<file path="config.mk">
export PLATFORM = sky130hd
export DESIGN_NAME = ex_operand_stage
export DESIGN_NICKNAME = d
export VERILOG_FILES = /design/src/rtl/ex_operand_stage.sv
export SDC_FILE = /design/constraint.sdc
export NUM_CORES = 1
export LEC_CHECK = 0
export CORE_MARGIN = 2
export CORE_UTILIZATION = 45
export CTS_BUF_LIST = sky130_fd_sc_hd__clkbuf_16
export CTS_CLUSTER_DIAMETER = 50
export DETAILED_ROUTE_END_ITERATION = 7
export GPL_ROUTABILITY_DRIVEN = 0
export PLACE_DENSITY = 0.85
export RECOVER_POWER = 25
export SETUP_SLACK_MARGIN = 0.1
export SLEW_MARGIN = 20
export SYNTH_ARGS = -nofsm -noshare
export SYNTH_HDL_FRONTEND = slang
export SYNTH_SLANG_ARGS = --single-unit
</file>
<file path="constraint.sdc">
create_clock -name clk -period 4.3 [get_ports clk]
set_input_delay 0.645 -clock clk [delete_from_list [all_inputs] [get_ports clk]]
set_output_delay 0.645 -clock clk [all_outputs]
set_load 0.01 [all_outputs]
</file>
<file path="src/rtl/ex_operand_stage.sv">
// ID/EX operand register feeding the ALU: valid/ready capture, EX/WB forwarding
// at capture, and writeback refresh of held operands while downstream stalls.

module ex_operand_fwd #(
  parameter int XLEN  = 32,
  parameter int RADDR = 5
) (
  input  logic [RADDR-1:0] rs,
  input  logic [XLEN-1:0]  rs_val,
  input  logic [RADDR-1:0] held_rs,
  input  logic             ex_valid,
  input  logic             ex_reg_write,
  input  logic [RADDR-1:0] ex_rd,
  input  logic [XLEN-1:0]  alu_result,
  input  logic             wb_we,
  input  logic [RADDR-1:0] wb_rd,
  input  logic [XLEN-1:0]  wb_data,
  output logic [XLEN-1:0]  fwd_val,
  output logic             held_wb_hit
);
  logic ex_hit, wb_hit;

  always_comb begin
    ex_hit      = ex_valid && ex_reg_write && (ex_rd == rs) && (rs != '0);
    wb_hit      = wb_we && (wb_rd == rs) && (rs != '0);
    // EX result is younger than writeback, so it wins on a double hit
    fwd_val     = ex_hit ? alu_result : (wb_hit ? wb_data : rs_val);
    held_wb_hit = wb_we && (wb_rd == held_rs) && (held_rs != '0);
  end
endmodule

module ex_operand_stage #(
  parameter int XLEN  = 32,
  parameter int RADDR = 5
) (
  input  logic             clk,
  input  logic             reset,
  input  logic             id_valid,
  output logic             id_ready,
  input  logic [RADDR-1:0] id_rs1,
  input  logic [RADDR-1:0] id_rs2,
  input  logic [XLEN-1:0]  id_rs1_val,
  input  logic [XLEN-1:0]  id_rs2_val,
  input  logic [XLEN-1:0]  id_imm,
  input  logic             id_use_imm,
  input  logic [2:0]       id_alu_sel,
  input  logic [RADDR-1:0] id_rd,
  input  logic             id_reg_write,
  input  logic             flush,
  input  logic             ex_ready,
  input  logic [XLEN-1:0]  alu_result,
  input  logic             wb_we,
  input  logic [RADDR-1:0] wb_rd,
  input  logic [XLEN-1:0]  wb_data,
  output logic             ex_valid,
  output logic [XLEN-1:0]  alu_a,
  output logic [XLEN-1:0]  alu_b,
  output logic [2:0]       alu_sel,
  output logic [RADDR-1:0] ex_rd,
  output logic             ex_reg_write
);
  localparam int NUM_SRC = 2;

  logic                             ex_valid_q, ex_valid_d;
  logic [XLEN-1:0]                  alu_a_q, alu_a_d, alu_b_q, alu_b_d;
  logic [2:0]                       alu_sel_q, alu_sel_d;
  logic [RADDR-1:0]                 ex_rd_q, ex_rd_d;
  logic                             ex_reg_write_q, ex_reg_write_d;
  logic [NUM_SRC-1:0][RADDR-1:0]    rs_q, rs_d;
  logic                             use_imm_q, use_imm_d;

  logic [NUM_SRC-1:0][RADDR-1:0]    src_idx;
  logic [NUM_SRC-1:0][XLEN-1:0]     src_val, fwd_val;
  logic [NUM_SRC-1:0]               held_hit;
  logic                             capture, stall;

  assign src_idx = {id_rs2, id_rs1};
  assign src_val = {id_rs2_val, id_rs1_val};

  genvar g;
  generate
    for (g = 0; g < NUM_SRC; g++) begin : g_src
      ex_operand_fwd #(.XLEN(XLEN), .RADDR(RADDR)) u_fwd (
        .rs          (src_idx[g]),
        .rs_val      (src_val[g]),
        .held_rs     (rs_q[g]),
        .ex_valid    (ex_valid_q),
        .ex_reg_write(ex_reg_write_q),
        .ex_rd       (ex_rd_q),
        .alu_result  (alu_result),
        .wb_we       (wb_we),
        .wb_rd       (wb_rd),
        .wb_data     (wb_data),
        .fwd_val     (fwd_val[g]),
        .held_wb_hit (held_hit[g])
      );
    end
  endgenerate

  assign id_ready = !ex_valid_q || ex_ready;
  assign capture  = id_valid && id_ready && !flush;
  assign stall    = ex_valid_q && !ex_ready && !flush;

  always_comb begin
    ex_valid_d     = ex_valid_q;
    alu_a_d        = alu_a_q;
    alu_b_d        = alu_b_q;
    alu_sel_d      = alu_sel_q;
    ex_rd_d        = ex_rd_q;
    ex_reg_write_d = ex_reg_write_q;
    rs_d           = rs_q;
    use_imm_d      = use_imm_q;

    if (flush)         ex_valid_d = 1'b0;
    else if (capture)  ex_valid_d = 1'b1;
    else if (ex_ready) ex_valid_d = 1'b0;

    if (capture) begin
      alu_a_d        = fwd_val[0];
      alu_b_d        = id_use_imm ? id_imm : fwd_val[1];
      alu_sel_d      = id_alu_sel;
      ex_rd_d        = id_rd;
      ex_reg_write_d = id_reg_write;
      rs_d           = src_idx;
      use_imm_d      = id_use_imm;
    end else if (stall) begin
      // Writeback landing during a stall would otherwise leave a stale operand
      if (held_hit[0])               alu_a_d = wb_data;
      if (held_hit[1] && !use_imm_q) alu_b_d = wb_data;
    end
  end

  always_ff @(posedge clk or posedge reset) begin
    if (reset) begin
      ex_valid_q     <= 1'b0;
      alu_a_q        <= '0;
      alu_b_q        <= '0;
      alu_sel_q      <= 3'b000;
      ex_rd_q        <= '0;
      ex_reg_write_q <= 1'b0;
      rs_q           <= '0;
      use_imm_q      <= 1'b0;
    end else begin
      ex_valid_q     <= ex_valid_d;
      alu_a_q        <= alu_a_d;
      alu_b_q        <= alu_b_d;
      alu_sel_q      <= alu_sel_d;
      ex_rd_q        <= ex_rd_d;
      ex_reg_write_q <= ex_reg_write_d;
      rs_q           <= rs_d;
      use_imm_q      <= use_imm_d;
    end
  end

  assign ex_valid     = ex_valid_q;
  assign alu_a        = alu_a_q;
  assign alu_b        = alu_b_q;
  assign alu_sel      = alu_sel_q;
  assign ex_rd        = ex_rd_q;
  assign ex_reg_write = ex_reg_write_q;
endmodule

</file>
==> results.toml, run 1 <==
[flow_run]
cap_violations = 1

[pwr]
p_total_uw = 2780
seqPwrFrac = 0.381
clkPwrFrac = 0.278
leakage_uw = 0.00362
ir_drop_mv = 0.167
p_int_uw = 1930
p_switching_uw = 846
comb_power_share = 0.341
netSwitchingFraction = 0.305
p_per_area_mw_per_mm2 = 320

[yosys]
synth-compound-area-share = 0.217
synthAdderAreaFrac = 0
synth_top_family_by_area = "compound AO/OA/AOI/OAI gates"
synth_edf_count = 0
yosys.area_share.simple = 0.176
netlist_area_sq_mm = 0.00566
synth_fp_nets = 852
ys_seq_elements = 85
ys_warn_count = 0
syn_area_per_cell_sq_um = 8.56
synth_cells = 661
ys_types = 39
yosysSeqAreaShare = 0.376
synth_mux_area_frac = 0.138
synth_flop_cell = "dfrtp_1"
async_flop_share = 1.00
synth_xor_area_frac = 0.0434

[grt]
grt_pass1_vias = 6336
antenna_found_initial = 0
grt_first_pass_wirelength_microns = 31800
grt_max_degree = 65
track_usage = 0.304
grt-ovfl-total = 0

[clocking]
postCtsSetupBuffers = 0
cts_resized = 0
cts_tree = "built"
clock-sinks = 85
numCtsBuffers = 9
htreeDepth = 3
cts.reportedPaths.clkPinSlew_ns = 0.06
root_buffer = "clkbuf_16"
cts_max_path_buffers = 2
cts_hold_buf = 0
clock_latency_ns = 0.33

[route]
antenna_left = 0
drc = 0
vias_per_cell = 5.82
drt-total-wl_microns = 21100
wl_per_cell_microns = 19.8
dr.pass1.iters = 6
drt_iter0_drc = 532
vias = 6199

[critical_path]
path_max_fanout = 50
cp-start-kind = "input pin"
cp.arrival_ns = 3.36
required_ns = 4.52
crit_type = "input pin to flop"
endpoint_kind = "flop"

[final_layout]
final_cell_mix = "240 x clkdlybuf4s50_1, 141 x nand2_1, 85 x dfrtp_1"
diodes = 0
final_common_cell = "clkdlybuf4s50_1"
area_growth_syn_to_layout_pct = 53.4
drive_above_1_share = 0.0434
fin_nets = 1084

[die]
ios = 266
die_h_microns = 116
die_area_sq_mm = 0.0135
num_rows = 40
dieWidth_microns = 116
core-area_sq_mm = 0.0122
start_util = 0.465

[timing]
finalCriticalPeriod_ns = 3.14
slew_violations = 38
fmax_mhz = 318
setup_viol = 0
setup_tns_ns = 0
finalHoldViolCount = 0
slew_headroom = -0.174
holdWs_ns = 0.484
fin_crit_sh = 0.731
tightestPinTransition_ns = 1.75
rsz0062_at_grt = "false"
finClkSkew_ns = 0.00510

[min_path]
hold_class = "flop to flop"

[placement]
place_hpwl_microns = 15400
io_buffers = 265

[run_status]
status = "complete, but fails checks"
violations = "capacitance limit, slew limit"
metrics by stage:
step,util,cells,instance area [sq um],worst slack [ns]
detailed placement,0.690,1050,8390,0.862
CTS,0.714,1066,8680,1.22
floorplan,-,661,5660,1.46
finish,0.713,1066,8670,1.16
global placement,0.690,1050,8390,0.927
global route,0.713,1066,8670,0.933
critical path, cell delays in order:
cell	delay, ns
clkdlybuf4s50_1	0.41
nand2b_4	0.17
a21oi_1	0.44
nand3_1	0.21
o31ai_4	0.59
buf_4	0.56
nand2_1	0.12
o22a_1	0.19
power groups by stage:
stage	Clock [uW]	Combinational (uW)	Sequential [uW]
global placement	0	936	1060
detailed placement	0	959	1070
global route	814	1010	1070
finish	772	946	1060
CTS	778	965	1060
floorplan	0	338	1110
flip-flops by register name (all words and copies together) (netlist names):
signal        flops
alu_a            32
rs_q             10
alu_sel           3
use_imm_q         1
ex_valid          1
alu_b            32
ex_reg_write      1
ex_rd             5
layer usage:
metal / vias up / wire (microns) / GRT usage
li1: 2816 / - / -
met2: 360 / 10600 / 0.535
met4: 0 / 839 / 0.147
met5: - / 0 / 0
met1: 2962 / 7920 / 0.364
met3: 61 / 1750 / 0.0514
cell usage after synthesis (13+ instances only):
library cell  instances  area [sq um]
nand2_1             142           533
dfrtp_1              85          2130
mux2i_1              78           781
a21oi_1              61           305
o22a_1               45           394
clkbuf_1             40           150
nor2_1               39           146
o21ai_0              32           160
a211o_1              19           166
xnor2_1              19           166
nand2b_1             15          93.8
nand3_1              15          75.1
a211oi_1             13          97.6
final cells by class:
type	instances	area (sq um)
flip-flops and latches	85	2130
well taps	168	210
multi-input cells	517	3270
fillers	950	3490
clock inverters	7	66.3
inverters	2	8.76
repair buffers	278	2760
clock buffers	9	225
kinds of logic after synthesis:
| kind of cell | after synthesis |
|---|---|
| xor gates and xnor gates | 28 |
| DFF | 85 |
| AOI/OAI and AO/OA | 180 |
| buffers and inverters | 59 |
| and+or+nand+nor | 231 |
| muxes | 78 |
worst paths after layout:
kind,from,end,slack [ns],depth (start not counted)
setup / recovery,ex_ready,alu_a[6],1.16,8
hold / removal,alu_sel[2],alu_sel[2],0.48,2
setup reg to reg,ex_valid,alu_a[6],1.53,7
hold reg to reg,alu_sel[2],alu_sel[2],0.48,2
max in group asynchronous,reset,alu_b[13],1.75,3
min in group asynchronous,reset,alu_b[27],1.19,2
Power figures use the tool's default switching activity.
==> run 2: changes to the inputs <==
- CORE_UTILIZATION: 45 -> 38
- PLACE_DENSITY: 0.85 -> 0.76
- clock period: 4.3 -> 2.65 ns (I/O delays scaled with it)
==> run 2 against run 1 <==
The run now ends clean. Clock skew grew 0.0020 ns. Hold slack worse by 0.0036 ns. Via count fell by 2.9%. Sequential share of layout area down 0.81 points. Routed wire length decreased by 1.9%. Cell count grew 3.4%. Die area up 18%. Critical endpoint is now alu_b[16]. Power rose by 67%.
==> results.toml, run 2 (synthesized netlist as in run 1, its figures left out) <==
[run_status]
status = "completed"

[pwr]
p_total_uw = 4630
ir_drop_mv = 0.339
p_per_area_mw_per_mm2 = 517
leakage_uw = 0.00378

[grt]
grt_pass1_vias = 6062
grt_first_pass_wirelength_microns = 32500
antenna_found_initial = 3
track_usage = 0.257
grt_max_degree = 86
grt-ovfl-total = 0

[critical_path]
cp.buffers_inverters = 2
r2r_start = "ex_valid"
max_stage_delay_ns = 0.78
crit_end = "alu_b[16]"
worstReg2RegEnd = "alu_b[16]"
crit_cells = 7
critPathTopFamily = "simple AND/OR/NAND/NOR gates"
crit_type = "input pin to flop"
cp-startpoint = "id_rs2[1]"
cpMaxStageDelayCell = "or4_2"
endpoint_kind = "flop"
cp.arrival_ns = 2.62
path_max_fanout = 27
required_ns = 2.93
reg2reg_depth = 6
regToRegSetupSlack_ns = 0.49
cp-start-kind = "input pin"
path_cells = "clkdlybuf4s50_1, or4_1, nor2_2, or4_2, buf_12, a211oi_1, o22a_1"

[clocking]
cts.reportedPaths.clkPinSlew_ns = 0.07
htreeDepth = 3
cts_resized = 0
cts_max_path_buffers = 2
clock_latency_ns = 0.34
postCtsSetupBuffers = 0
numCtsBuffers = 9
clock-sinks = 85
cts_hold_buf = 0
root_buffer = "clkbuf_16"
cts_tree = "built"

[final_layout]
stdcell_area_sq_mm = 0.00897
area_growth_syn_to_layout_pct = 58.7
num-fill-cells = 1268
fin_nets = 1104
final_cell_mix = "264 x clkdlybuf4s50_1, 141 x nand2_1, 85 x dfrtp_1"
final_common_cell = "clkdlybuf4s50_1"
drive_above_1_share = 0.0632
fin_util = 0.617

[timing]
finalHoldViolCount = 0
fin_crit_sh = 0.883
slew_headroom = 0.150
finalCriticalPeriod_ns = 2.34
finClkSkew_ns = 0.00709
setup_viol = 0
fmax_mhz = 427
tightestPinTransition_ns = 1.27
slew_violations = 0
setup_tns_ns = 0
rsz0062_at_grt = "false"

[placement]
io_buffers = 265
place_hpwl_microns = 14700
dpl_cell_area_sq_mm = 0.00868

[die]
ios = 266
die_area_sq_mm = 0.0159
core-area_sq_mm = 0.0145
start_util = 0.389
num_rows = 44
dieWidth_microns = 126
die_h_microns = 126

[flow_run]
cap_violations = 0

[route]
vias_per_cell = 5.46
drt-total-wl_microns = 20700
drt_iter0_drc = 368
antenna_left = 0
wl_per_cell_microns = 18.8
dr.pass1.iters = 5
drc = 0
vias = 6021

[min_path]
hold_class = "flop to flop"
-- run 2: metal layers --
metal / global-route usage / part of all wire
met1: 0.318 / 0.41
met2: 0.447 / 0.49
met5: 0 / 0
met4: 0.0892 / 0.026
met3: 0.0518 / 0.067
-- run 2: worst min-delay path by stage --
stage,startpoint,end,slack (ns),cells past startpoint
6_report,alu_sel[2],alu_sel[2],0.48,2
5_1_grt,alu_b[15],alu_b[15],0.52,1
4_1_cts,alu_sel[2],alu_sel[2],0.48,2
3_5_place_dp,alu_sel[2],alu_sel[2],0.46,2
3_3_place_gp,alu_sel[2],alu_sel[2],0.46,2
2_1_floorplan,use_imm_q,use_imm_q,0.45,1
-- run 2: tightest hold or removal path: cells and delay by family (launching register included) --
kind | cells | cell delay, ns
DFF | 1 | 0.34
and+or+nand+nor | 2 | 0.10
-- run 2: final cells by class --
| class | instances | area (sq um) | area share |
|---|---|---|---|
| multi-input combinational | 517 | 3280 | 0.366 |
| timing repair buffer | 298 | 3010 | 0.336 |
| sequential | 85 | 2130 | 0.237 |
| tap | 184 | 230 | 0.0257 |
| clock buffer | 9 | 225 | 0.0251 |
| clock inverter | 6 | 80.1 | 0.00892 |
| inverter | 2 | 11.3 | 0.00126 |
| antenna | 1 | 2.50 | 0.000279 |
-- run 2: stage by stage --
| stage | cells | hold WS [ns] | setup WS (ns) |
|---|---|---|---|
| 2_1_floorplan | 661 | 0.451 | 0.659 |
| 3_3_place_gp | 1086 | 0.460 | 0.0126 |
| 3_5_place_dp | 1086 | 0.463 | -0.0469 |
| 4_1_cts | 1101 | 0.479 | 0.305 |
| 5_1_grt | 1102 | 0.519 | 0.204 |
| 6_report | 1102 | 0.480 | 0.309 |
-- run 2: power by group --
group | switching, uW | leakage [uW] | internal (uW)
clock network | 542 | 0.000150 | 813
logic | 656 | 0.00264 | 927
registers | 161 | 0.000988 | 1530
==> run 3: changes to the inputs <==
- ABC_AREA: not set -> 1
- CORE_UTILIZATION: 38 -> 40
==> run 3 against run 2 <==
Critical path depth shrank 4. Clock power shrank 7%. Design area grew 8.7%. Core utilization shrank 0.33 points. Hold slack lost 0.023 ns. Die area grew 9.2%. Cell count grew 33%. Power grew 12%. Clock skew grew 0.0016 ns. Critical path type is now input pin to asynchronous set/reset pin. Largest power group is now combinational cells.
==> results.toml, run 3 <==
[die]
ios = 266
num_rows = 46
core-area_sq_mm = 0.0159
die_h_microns = 132
dieWidth_microns = 132
start_util = 0.410
die_area_sq_mm = 0.0173

[clocking]
postCtsSetupBuffers = 0
clock-sinks = 85
numCtsBuffers = 9
cts_resized = 0
root_buffer = "clkbuf_16"
htreeDepth = 3
cts_max_path_buffers = 2
clock_latency_ns = 0.35
cts.reportedPaths.clkPinSlew_ns = 0.06
cts_tree = "built"
cts_hold_buf = 0

[yosys]
synth_flop_cell = "dfrtp_1"
syn_area_per_cell_sq_um = 6.45
yosysMostFrequentCell = "nand2_1"
ys_seq_elements = 85
async_flop_share = 1.00
ys_types = 30
synth_fp_nets = 1201
netlist_area_sq_mm = 0.00652
yosysSeqAreaShare = 0.326
synth_edf_count = 0
synth_cells = 1010
synth.area.top_cells = "dfrtp_1 33%, nand3_1 16%, nand2_1 12%"
synth_commonest_cells = "210 x nand2_1, 203 x nand3_1, 139 x nor2_1"
ys_warn_count = 0
yosysTopAreaCell = "dfrtp_1"
post-synth-top-area-fraction = 0.326

[timing]
slew_headroom = 0.199
holdWs_ns = 0.457
slew_violations = 0
finClkSkew_ns = 0.00866
fin_crit_sh = 0.780
finalHoldViolCount = 0
fmax_mhz = 484
rsz0062_at_grt = "false"
setup_viol = 0
tightestPinTransition_ns = 1.19
finalCriticalPeriod_ns = 2.07
setup_tns_ns = 0

[grt]
grt_max_degree = 65
grt_first_pass_wirelength_microns = 42800
track_usage = 0.314
grt-ovfl-total = 0
grt_pass1_vias = 7786
antenna_found_initial = 2

[route]
vias = 8046
wl_per_cell_microns = 18.6
antenna_left = 0
drt-total-wl_microns = 27300
drc = 0
dr.pass1.iters = 5
vias_per_cell = 5.47
drt_iter0_drc = 711

[critical_path]
cp.arrival_ns = 2.44
critPathTopFamily = "buffers and inverters"
path_cells = "dlygate4sd3_1, clkinvlp_2, clkbuf_2"
crit_type = "input pin to asynchronous set/reset pin"
required_ns = 3.03
cpMaxStageDelayCell = "clkbuf_2"
endpoint_kind = "asynchronous set/reset pin"
max_stage_delay_ns = 0.77
cp.buffers_inverters = 3
path_max_fanout = 30
cp-start-kind = "input pin"

[flow_run]
cap_violations = 0

[pwr]
p_switching_uw = 1760
p_total_uw = 5180
clkPwrFrac = 0.243
leakage_uw = 0.00447
comb_power_share = 0.403
seqPwrFrac = 0.354
ir_drop_mv = 0.332
netSwitchingFraction = 0.340
p_int_uw = 3410
p_per_area_mw_per_mm2 = 531

[final_layout]
final_common_cell = "clkdlybuf4s50_1"
final_cell_mix = "263 x clkdlybuf4s50_1, 209 x nand2_1, 203 x nand3_1"
drive_above_1_share = 0.0830
fin_nets = 1439
area_growth_syn_to_layout_pct = 49.6

[min_path]
hold_class = "input pin to flop"

[run_status]
status = "completed"

[placement]
io_buffers = 265
place_hpwl_microns = 18900
## run 3: final timing paths
path | depth (start not counted) | slack (ns) | from | to
min in group asynchronous | 2 | 0.74 | reset | rs_q[8]
worst min-delay path | 3 | 0.46 | id_use_imm | use_imm_q
worst max-delay path | 3 | 0.58 | reset | alu_b[29]
worst min register to register | 2 | 0.47 | alu_sel[0] | alu_sel[0]
worst max register to register | 8 | 0.72 | ex_valid | alu_a[29]
max in group clk | 13 | 0.61 | id_rs2[4] | alu_b[18]
## run 3: stage by stage
stage | setup WS, ns | instances | instance area (sq um) | utilization
after floorplan | 1.13 | 1010 | 6520 | -
after global placement | 0.307 | 1453 | 9480 | 0.597
after detailed placement | 0.280 | 1453 | 9480 | 0.597
after CTS | 0.637 | 1469 | 9770 | 0.615
after global routing | 0.281 | 1471 | 9750 | 0.614
final | 0.583 | 1471 | 9750 | 0.614
## run 3: power groups by stage
stage | combinational, uW | sequential (uW) | clock (uW)
6_report | 2080 | 1830 | 1260
5_1_grt | 2240 | 1870 | 1320
4_1_cts | 2090 | 1830 | 1270
3_5_place_dp | 2080 | 1840 | 0
3_3_place_gp | 2050 | 1840 | 0
2_1_floorplan | 728 | 1950 | 0
## run 3: worst register-to-register path, cell delays in order, from the launching register on
cell and delay (ns):
dfrtp_1 0.45, inv_2 0.08, nor2_2 0.05, nor3_4 0.22
inv_2 0.21, o21ai_4 0.10, buf_4 0.43, a21oi_1 0.17
a21oi_1 0.14
## run 3: area by class of cell
| cell class | count | area [sq um] |
|---|---|---|
| timing repair buffer | 296 | 2990 |
| antenna | 2 | 5.00 |
| sequential | 85 | 2130 |
| multi-input combinational | 746 | 3660 |
| tap | 216 | 270 |
| fill | 1512 | 6130 |
| clock inverter | 7 | 57.6 |
| clock buffer | 9 | 225 |
| inverter | 110 | 414 |
## run 3: layer usage
metal	vias to the layer above	global-route usage	routed length (microns)
li1	3779	-	-
met1	3664	0.397	10800
met2	508	0.510	12700
met3	95	0.0625	2630
met4	0	0.157	1250
met5	-	0	0
## run 3: cell families (layout without fill, tap and decap cells)
kind of cell,Yosys count,count (layout),synth area share
and+or+nand+nor,576,576,0.386
buffers and inverters,179,422,0.118
AOI/OAI and AO/OA,163,163,0.160
DFF,85,85,0.326
xor gates and xnor gates,7,7,0.00941
other,0,2,0
